===== config.mk =====
export PLATFORM = sky130hd
export DESIGN_NAME = grad_step_update_flat
export DESIGN_NICKNAME = d
export VERILOG_FILES = /design/src/rtl/grad_step_update_pkg.sv /design/src/rtl/grad_step_update_if.sv /design/src/rtl/grad_step_update_sat_sub16.sv /design/src/rtl/grad_step_update.sv /design/src/flat_wrapper.sv
export SDC_FILE = /design/constraint.sdc
export NUM_CORES = 1
export LEC_CHECK = 0
export ABC_AREA = 1
export CORE_MARGIN = 1
export CORE_UTILIZATION = 50
export CTS_BUF_LIST = sky130_fd_sc_hd__clkbuf_16
export DETAILED_ROUTE_END_ITERATION = 10
export HOLD_SLACK_MARGIN = 0.06
export MAX_ROUTING_LAYER = met4
export PLACE_DENSITY_LB_ADDON = 0.2
export SKIP_LAST_GASP = 1
export SYNTH_ARGS = -nofsm -noshare
export SYNTH_HDL_FRONTEND = slang
export SYNTH_SLANG_ARGS = --single-unit

===== constraint.sdc =====
create_clock -name clk -period 5.84 [get_ports clk]
set_input_delay 1.168 -clock clk [delete_from_list [all_inputs] [get_ports clk]]
set_output_delay 1.168 -clock clk [all_outputs]
set_load 0.02 [all_outputs]

===== src/rtl/grad_step_update_pkg.sv =====
// Shared fixed-point constants and FSM encoding
// for the gradient-step update block.
package gd_fixed_pkg;
  localparam int WORD_W      = 16;
  localparam int FRAC_BITS   = 8;
  localparam int DIM_DEFAULT = 4;

  localparam logic [WORD_W-1:0] SAT_MAX = 16'h7FFF;
  localparam logic [WORD_W-1:0] SAT_MIN = 16'h8000;

  typedef enum logic [1:0] {
    S_IDLE = 2'd0,
    S_CALC = 2'd1,
    S_DONE = 2'd2
  } gd_state_t;
endpackage


===== src/rtl/grad_step_update_if.sv =====
// Request/result handshake bundle between the
// gradient-step block and its neighbours.
interface grad_step_update_if
  import gd_fixed_pkg::*;
#(
  parameter int DIM = DIM_DEFAULT
);
  logic                    in_valid;
  logic                    in_ready;
  logic [WORD_W*DIM-1:0]   pos_in;
  logic [WORD_W*DIM-1:0]   grad_in;
  logic [2:0]              lr_shift;
  logic                    out_valid;
  logic                    out_ready;
  logic [WORD_W*DIM-1:0]   pos_out;
  logic                    converged;
  logic                    busy;

  modport master (
    output in_valid, pos_in, grad_in, lr_shift, out_ready,
    input  in_ready, out_valid, pos_out, converged, busy
  );

  modport slave (
    input  in_valid, pos_in, grad_in, lr_shift, out_ready,
    output in_ready, out_valid, pos_out, converged, busy
  );
endinterface


===== src/rtl/grad_step_update_sat_sub16.sv =====
// Signed 16-bit subtract a - b, evaluated in 17 bits
// and clamped to the 16-bit signed range.
module sat_sub16
  import gd_fixed_pkg::*;
(
  input  logic signed [WORD_W-1:0] i_a,
  input  logic signed [WORD_W-1:0] i_b,
  output logic        [WORD_W-1:0] o_y
);
  logic signed [WORD_W:0] w_diff;

  assign w_diff = {i_a[WORD_W-1], i_a} - {i_b[WORD_W-1], i_b};

  always_comb begin
    o_y = w_diff[WORD_W-1:0];
    if (w_diff[WORD_W] != w_diff[WORD_W-1])
      o_y = w_diff[WORD_W] ? SAT_MIN : SAT_MAX;
  end
endmodule


===== src/rtl/grad_step_update.sv =====
// One gradient-descent step pos -= grad * 2^-lr,
// one coordinate per clock through a shared saturating subtractor.
module grad_step_update
  import gd_fixed_pkg::*;
#(
  parameter int          DIM         = DIM_DEFAULT,
  parameter logic [15:0] CONV_THRESH = 16'h0010
) (
  input  logic               clk,
  input  logic               rst,
  grad_step_update_if.slave  io
);
  localparam int IDX_W = (DIM > 1) ? $clog2(DIM) : 1;

  gd_state_t r_state;
  gd_state_t w_next;

  logic [DIM-1:0][WORD_W-1:0] r_pos;
  logic [DIM-1:0][WORD_W-1:0] r_grad;
  logic [2:0]                 r_lr;
  logic [IDX_W-1:0]           r_idx;
  logic                       r_conv;

  logic signed [WORD_W-1:0] w_step;
  logic        [WORD_W:0]   w_step17;
  logic        [WORD_W:0]   w_mag;
  logic        [WORD_W-1:0] w_sub;
  logic                     w_last;

  assign w_step   = $signed(r_grad[r_idx]) >>> r_lr;
  assign w_step17 = {w_step[WORD_W-1], w_step};
  // Magnitude kept in 17 bits so that |-32768| does not wrap.
  assign w_mag    = w_step[WORD_W-1] ? (~w_step17 + 1'b1) : w_step17;
  assign w_last   = (r_idx == IDX_W'(DIM - 1));

  sat_sub16 u_sub (
    .i_a (r_pos[r_idx]),
    .i_b (w_step),
    .o_y (w_sub)
  );

  always_ff @(posedge clk or posedge rst) begin
    if (rst) r_state <= S_IDLE;
    else     r_state <= w_next;
  end

  always_comb begin
    w_next       = r_state;
    io.in_ready  = 1'b0;
    io.out_valid = 1'b0;
    io.busy      = 1'b0;
    unique case (r_state)
      S_IDLE: begin
        io.in_ready = ~rst;
        if (io.in_valid) w_next = S_CALC;
      end
      S_CALC: begin
        io.busy = 1'b1;
        if (w_last) w_next = S_DONE;
      end
      S_DONE: begin
        io.busy      = 1'b1;
        io.out_valid = 1'b1;
        if (io.out_ready) w_next = S_IDLE;
      end
      default: w_next = S_IDLE;
    endcase
  end

  always_ff @(posedge clk or posedge rst) begin
    if (rst) begin
      r_pos  <= '0;
      r_grad <= '0;
      r_lr   <= '0;
      r_idx  <= '0;
      r_conv <= 1'b0;
    end else begin
      unique case (r_state)
        S_IDLE: begin
          if (io.in_valid) begin
            r_pos  <= io.pos_in;
            r_grad <= io.grad_in;
            r_lr   <= io.lr_shift;
            r_idx  <= '0;
            r_conv <= 1'b1;
          end
        end
        S_CALC: begin
          r_pos[r_idx] <= w_sub;
          r_idx        <= r_idx + 1'b1;
          if (w_mag > {1'b0, CONV_THRESH}) r_conv <= 1'b0;
        end
        default: ;
      endcase
    end
  end

  assign io.pos_out   = r_pos;
  assign io.converged = r_conv;
endmodule


===== src/flat_wrapper.sv =====
// flat-port wrapper written by rule: the top's interface ports become plain ports
module grad_step_update_flat import gd_fixed_pkg::*;
#(
  parameter int          DIM         = DIM_DEFAULT,
  parameter logic [15:0] CONV_THRESH = 16'h0010
)
  (clk, rst, io_in_valid, io_pos_in, io_grad_in, io_lr_shift, io_out_ready, io_in_ready, io_out_valid, io_pos_out, io_converged, io_busy);
  grad_step_update_if #(.DIM(DIM)) io_i ();
  input  logic clk;
  input  logic rst;
  input wire logic [$bits(io_i.in_valid)-1:0] io_in_valid;
  input wire logic [$bits(io_i.pos_in)-1:0] io_pos_in;
  input wire logic [$bits(io_i.grad_in)-1:0] io_grad_in;
  input wire logic [$bits(io_i.lr_shift)-1:0] io_lr_shift;
  input wire logic [$bits(io_i.out_ready)-1:0] io_out_ready;
  output wire logic [$bits(io_i.in_ready)-1:0] io_in_ready;
  output wire logic [$bits(io_i.out_valid)-1:0] io_out_valid;
  output wire logic [$bits(io_i.pos_out)-1:0] io_pos_out;
  output wire logic [$bits(io_i.converged)-1:0] io_converged;
  output wire logic [$bits(io_i.busy)-1:0] io_busy;
  assign io_i.in_valid = io_in_valid;
  assign io_i.pos_in = io_pos_in;
  assign io_i.grad_in = io_grad_in;
  assign io_i.lr_shift = io_lr_shift;
  assign io_i.out_ready = io_out_ready;
  assign io_in_ready = io_i.in_ready;
  assign io_out_valid = io_i.out_valid;
  assign io_pos_out = io_i.pos_out;
  assign io_converged = io_i.converged;
  assign io_busy = io_i.busy;
  grad_step_update #(.DIM(DIM), .CONV_THRESH(CONV_THRESH)) u_core (.clk(clk), .rst(rst), .io(io_i));
endmodule

Word level (Yosys, flattened, before mapping)
Cells that the tools add are included.
{"block": "totals", "regBits": 136, "in_bits": 135}
{"block": "op_classes", "n_addsub": 3, "n_lt_le_gt_ge": 3, "n_eq_ne": 8, "n_shift": 1, "mux": 24, "n_bitwise": 2, "n_reduce_logical": 8}
{"cell": "$pmux W64 S2", "n": 1}
{"cell": "$mux W16", "n": 5}
{"cell": "$bmux W16 S2", "n": 2}
{"cell": "$bwmux W64", "n": 1}
{"cell": "$mux W64", "n": 1}
{"cell": "$demux W16 S2", "n": 1}
{"cell": "$add A17 B1 Y17 const B", "n": 1}
{"cell": "$gt A17 B5 Y1 const B", "n": 1}
{"cell": "$mux W17", "n": 1}
{"cell": "$not A17 Y17", "n": 1}
{"cell": "$sub A16 B16 Y17", "n": 1}
{"cell": "$sshr A16 B3 Y16", "n": 1}
{"cell": "$mux W2", "n": 4}
{"cell": "$pmux W2 S3", "n": 1}
{"cell": "$reduce_and A3 Y1", "n": 2}
{"cell": "$mux W1", "n": 5}
{"cell": "$eq A2 B2 Y1 const B", "n": 2}
{"cell": "$ne A2 B1 Y1 const B", "n": 2}
{"cell": "$ne A2 B2 Y1 const B", "n": 2}
{"cell": "$pmux W2 S2", "n": 1}
{"cell": "$reduce_and A2 Y1", "n": 2}
{"cell": "$lt A2 B3 Y1 const B", "n": 1}
{"cell": "$add A2 B1 Y2 const B", "n": 1}
{"cell": "$eq A2 B1 Y1 const B", "n": 1}
{"cell": "8 further kinds", "n": 8}

Longest topological paths before layout
{"block": "depth", "depth_word": 9, "ltp_mapped": 25}

By module
A second synthesis with hierarchy kept.
{"block": "hier_totals", "cells_unflattened": 1179, "hier_area_um2": 9151.3}
{"module": "grad_step_update", "n_inst": 1, "cells_per_inst": 970, "area_each_um2": 7965.1, "seq_area_each_um2": 3403.3}
{"module": "sat_sub16", "n_inst": 1, "cells_per_inst": 209, "area_each_um2": 1186.1, "seq_area_each_um2": 0.0}

Worst setup path after synthesis
OpenSTA, ideal clock, no wires.
{"block": "synth_timing", "path_type": "register to register", "startpoint": "reg u_core.r_idx[0]", "endpoint": "reg u_core.r_pos (netlist bit u_core.io.pos_out[0])", "setup_ps": 73, "arrival_ps": 3479, "required_time_ps": 5767, "slack_ps": 2288, "path_stages_with_launch": 20, "path_buffers": 4, "synth_period_minus_slack_ps": 3552, "cell_sequence": "dfrtp_1 -> buf_6 -> buf_4 -> clkbuf_1 -> nand2_1 -> a32o_1 -> ha_1 -> fa_1 -> nor4_4 -> nor2_2 -> o21ai_2 -> a21oi_2 -> o21ai_2 -> nand2_2 -> a22oi_4 -> nand2_4 -> buf_12 -> nand2_4 -> nand3_1 -> a21oi_2"}
{"block": "synth_via", "elab_chain_len": 8}
{"element": "start: declaration", "line": "grad_step_update.sv:21", "source": "logic [IDX_W-1:0] r_idx;"}
{"element": "start signal: assignment", "line": "grad_step_update.sv:90", "source": "r_idx <= r_idx + 1'b1;"}
{"element": "$bmux W16 S2", "line": "grad_step_update.sv:30", "source": "assign w_step = $signed(r_grad[r_idx]) >>> r_lr;"}
{"element": "$mux W16 (not written as such)", "line": "grad_step_update.sv:30"}
{"element": "$sshr A16 B3 Y16", "line": "grad_step_update.sv:30"}
{"element": "$sub A16 B16 Y17", "line": "grad_step_update_sat_sub16.sv:12", "source": "assign w_diff = {i_a[WORD_W-1], i_a} - {i_b[WORD_W-1], i_b};"}
{"element": "$mux W16 or $ne A1 B1 Y1 (tied branches)", "line": "grad_step_update_sat_sub16.sv:17, grad_step_update_sat_sub16.sv:16"}
{"element": "$mux W16", "line": "grad_step_update_sat_sub16.sv:16", "source": "if (w_diff[WORD_W] != w_diff[WORD_W-1])"}
{"element": "$bwmux W64 (*)", "line": "grad_step_update.sv:89", "source": "r_pos[r_idx] <= w_sub;"}
{"element": "$pmux W64 S2 (*)", "line": "grad_step_update.sv:78", "source": "unique case (r_state)"}
{"element": "end signal: assignment", "line": "grad_step_update.sv:81", "source": "r_pos <= io.pos_in;"}
{"element": "end signal: indexed assignment", "line": "grad_step_update.sv:89"}
{"element": "end: declaration", "line": "grad_step_update.sv:18", "source": "logic [DIM-1:0][WORD_W-1:0] r_pos;"}
Mark *: on every way between the ends. The rest lies on a longest branch, timed or not. The select of a mux whose other input is x is not followed.
A chain may end at the register's enable or synchronous reset.

Worst setup path after layout
{"block": "layout_timing", "startpoint": "reg u_core.r_idx[1]", "endpoint": "reg u_core.r_pos (netlist bit u_core.io.pos_out[28])"}
The elaborated chain is that of the path after synthesis.

==> results.cfg <==
[floorplanning]
count_of_standard_cell_rows = 49
floorplan.core_area_sq_um = 18000
fp.dieW_um = 138
die_area_sq_um = 19000
die_h_um = 138
io_pins = 203
initial_utilization_pct = 51.1

[logic_synthesis]
synth-seq-cells = 136
synth-edff-count = 0
post_synth_num_cell_types = 44
synthSimpleGateAreaFrac_pct = 36.6
syn-cell-area_sq_um = 9210
synth_xor_xnor_area_share_pct = 1.60
synth.area.mux_share_pct = 0
synth-adder-area-share_pct = 3.48
ys_seq_area_share_pct = 37.0
syn-instance-count = 1244
synth_area_per_cell_sq_um = 7.40
synth_ff_type = sky130_fd_sc_hd__dfrtp_1
synth.cells.most_frequent = sky130_fd_sc_hd__nand2_1 (378), sky130_fd_sc_hd__nand3_1 (141), sky130_fd_sc_hd__dfrtp_1 (136)
fraction_of_the_mapped_netlist_area_in_compound_gates_pct = 14.7
synth_most_common_cell = sky130_fd_sc_hd__nand2_1
syn-num-nets = 1404
yosysTopAreaCellShare_pct = 37.0
top_cells_by_area_in_the_synthesized_netlist = sky130_fd_sc_hd__dfrtp_1 (37%), sky130_fd_sc_hd__nand2_1 (15%), sky130_fd_sc_hd__nand3_1 (7.7%), sky130_fd_sc_hd__a21oi_1 (5.8%), sky130_fd_sc_hd__nor2_1 (4.5%)
synth-async-reset-ratio_pct = 100
ys.warnings.count = 0
post-synth-top-area-cell = sky130_fd_sc_hd__dfrtp_1
dominant_combinational_cell_family_by_area_after_synthesis = simple AND/OR/NAND/NOR gates

[grt]
antenna_found_initial = 0
wire_length_of_the_first_global_routing_pass_um = 47400
grt_max_degree = 76
grt-ovfl-total = 0
grt_pass1_vias = 8936
grt_use_total_pct = 33.9

[timing]
setup_total_negative_slack_ns = 0
worst_slew_pin_slew_ns = 1.18
hold_violations = 0
timing_max_transition_violations_final = 0
finalSetupViolations = 0
relSlewSlack_pct = 21.5
post_route_minimum_period_ns = 4.63
rsz0062_at_grt = false
fmax_ghz = 0.216
clock_skew_ns = 0.0102
layout_worst_path_cycle_share_pct = 79.2

[setup_path]
critical_path.most_common_cell = sky130_fd_sc_hd__nand3_1
worst-r2r-setup-slack_ns = 1.21
crit-reg2reg-capture = u_core.io.pos_out[28]$_DFFE_PP0P_
cp_top_family = simple AND/OR/NAND/NOR gates
critPathMaxStageDelay_ns = 0.65
cp_max_fo = 60
worst_setup_path_start_kind = flip-flop
regToRegStartpoint = u_core.r_idx[1]$_DFFE_PP0P_
crit_slowest_cell = sky130_fd_sc_hd__dfrtp_1
crit_type = flip-flop to flip-flop
signal_arrival_time_at_the_worst_endpoint_ns = 4.99
timing.reg2reg.worst_path_depth = 19
cp_num_buf_inv = 2
path_cells = inv_4 -> nand3_1 -> nand3_1 -> nand3_1 -> nand3_1 -> nand2_2 -> ha_1 -> fa_1 -> nor4_4 -> nor2_2 -> o21ai_2 -> a21oi_2 -> o21ai_2 -> nand2_2 -> a22oi_4 -> inv_4 -> nand2_8 -> nand3_1 -> a21oi_2
required_arrival_time_at_the_worst_endpoint_ns = 6.20
endpoint_kind = flip-flop

[worst_hold_path]
timing.hold.worst.class = flip-flop to flip-flop
whs_endpoint = u_core.r_grad[42]$_DFFE_PP0P_
worst_hold_path.num_cells = 2
timing.hold.worst.start = u_core.r_grad[42]$_DFFE_PP0P_

[detailed_routing]
drt.antenna.violating_nets = 0
detail_route.vias_per_cell = 5.69
wirelength_um = 29900
drt_iter0_drc = 1091
dr.pass1.iters = 6
routed-via-count = 9358
remaining_drc_errors = 0
post_drt_wl_per_cell_um = 18.2

[finish]
final-seq-area_sq_um = 3400
diodes = 0
multi_input_gate_area_in_the_final_layout_sq_um = 5200
filler_cell_count = 1554
drive_gt1_share_pct = 13.8
nNetsFinal = 1563
syn_to_final_growth_pct = 27.8

[clock_tree]
clock_latency_ns = 0.43
postCtsSetupRepairBufs = 0
cts_resized = 0
clock_path_buffers = 2
ctsHoldBuffers = 0
cts_buf_count = 17
numClockSinks = 136
path_clk_slew_ns = 0.07
cts.htree.levels = 4
cts_root_buffer = sky130_fd_sc_hd__clkbuf_16
tritoncts = yes

[placement]
place.gp.congestion = 0.959
dp_hpwl_um = 21700
port_buffers = 202

[run]
drv_cap = 0

[outcome]
run_status = finished, final reports clean
-- metal layers --
metal / up-vias / track usage, % / part of all wire (%)
li1: 4424 / - / -
met1: 4389 / 47.2 / 44
met2: 488 / 49.3 / 45
met3: 57 / 7.25 / 9.3
met4: 0 / 9.77 / 2.4
met5: - / - / 0
-- logic make-up (layout without fill, tap and decap cells) --
group / after synthesis / count (layout)
adders and majority gates: 25 / 25
and+or+nand+nor: 723 / 723
DFF: 136 / 136
xor gates and xnor gates: 16 / 16
AOI/OAI and AO/OA: 223 / 223
buffers and inverters: 121 / 293
-- layout make-up --
cell class | instances | area share [%]
clock buffers | 17 | 3.62
clock inverters | 15 | 1.35
inverters | 49 | 1.63
multi-input cells | 987 | 44.2
flip-flops and latches | 136 | 28.9
well taps | 229 | 2.44
repair buffers | 212 | 17.8
-- cell usage in the layout, fill, tap and decap left out, types with 28 or more instances in the layout --
cell,synthesis,final
sky130_fd_sc_hd__a21oi_1,106,106
sky130_fd_sc_hd__inv_1,38,36
sky130_fd_sc_hd__nand2_2,27,28
sky130_fd_sc_hd__nand3_1,141,141
sky130_fd_sc_hd__o21ai_0,43,43
sky130_fd_sc_hd__clkdlybuf4s50_1,0,202
sky130_fd_sc_hd__nand2_1,378,377
sky130_fd_sc_hd__dfrtp_1,136,135
sky130_fd_sc_hd__nor2_1,111,111
sky130_fd_sc_hd__nand3_2,35,35
sky130_fd_sc_hd__a21oi_2,42,42
-- stage by stage --
stage	hold slack, ns	std cells	worst slack, ns	cell area, sq um	utilization, %
floorplan	0.449	1244	1.03	9210	-
global placement	0.464	1613	1.47	11200	62.0
detailed placement	0.466	1613	1.31	11200	62.0
CTS	0.483	1645	1.28	11800	65.3
global route	0.500	1645	0.835	11800	65.3
finish	0.479	1645	1.21	11800	65.3
-- state kept, by name, indices dropped and copies added, names as in the netlist --
register             count
u_core.io.converged      1
u_core.r_state           2
u_core.r_idx             2
u_core.io.pos_out       64
u_core.r_grad           64
u_core.r_lr              3
-- how the worst max path moves through the flow --
stage               slack [ns]  cells past startpoint                                end                         from
floorplan                 1.03                      1    u_core.io.converged$_DFFE_PP0P_                          rst
global placement          1.47                     21  u_core.io.pos_out[42]$_DFFE_PP0P_  u_core.r_idx[1]$_DFFE_PP0P_
detailed placement        1.31                     19  u_core.io.pos_out[28]$_DFFE_PP0P_  u_core.r_idx[1]$_DFFE_PP0P_
CTS                       1.28                     19  u_core.io.pos_out[28]$_DFFE_PP0P_  u_core.r_idx[1]$_DFFE_PP0P_
global route              0.84                     21  u_core.io.pos_out[54]$_DFFE_PP0P_  u_core.r_idx[1]$_DFFE_PP0P_
finish                    1.21                     19  u_core.io.pos_out[28]$_DFFE_PP0P_  u_core.r_idx[1]$_DFFE_PP0P_
-- worst min-delay path, stage by stage, from the launching register on --
cell and delay [ns]:
sky130_fd_sc_hd__dfrtp_1 0.34, sky130_fd_sc_hd__nand2_1 0.05, sky130_fd_sc_hd__nand2_1 0.06
Power is not shown: default switching activity piles up to over one toggle a cycle in this logic, so the estimate is an artifact.
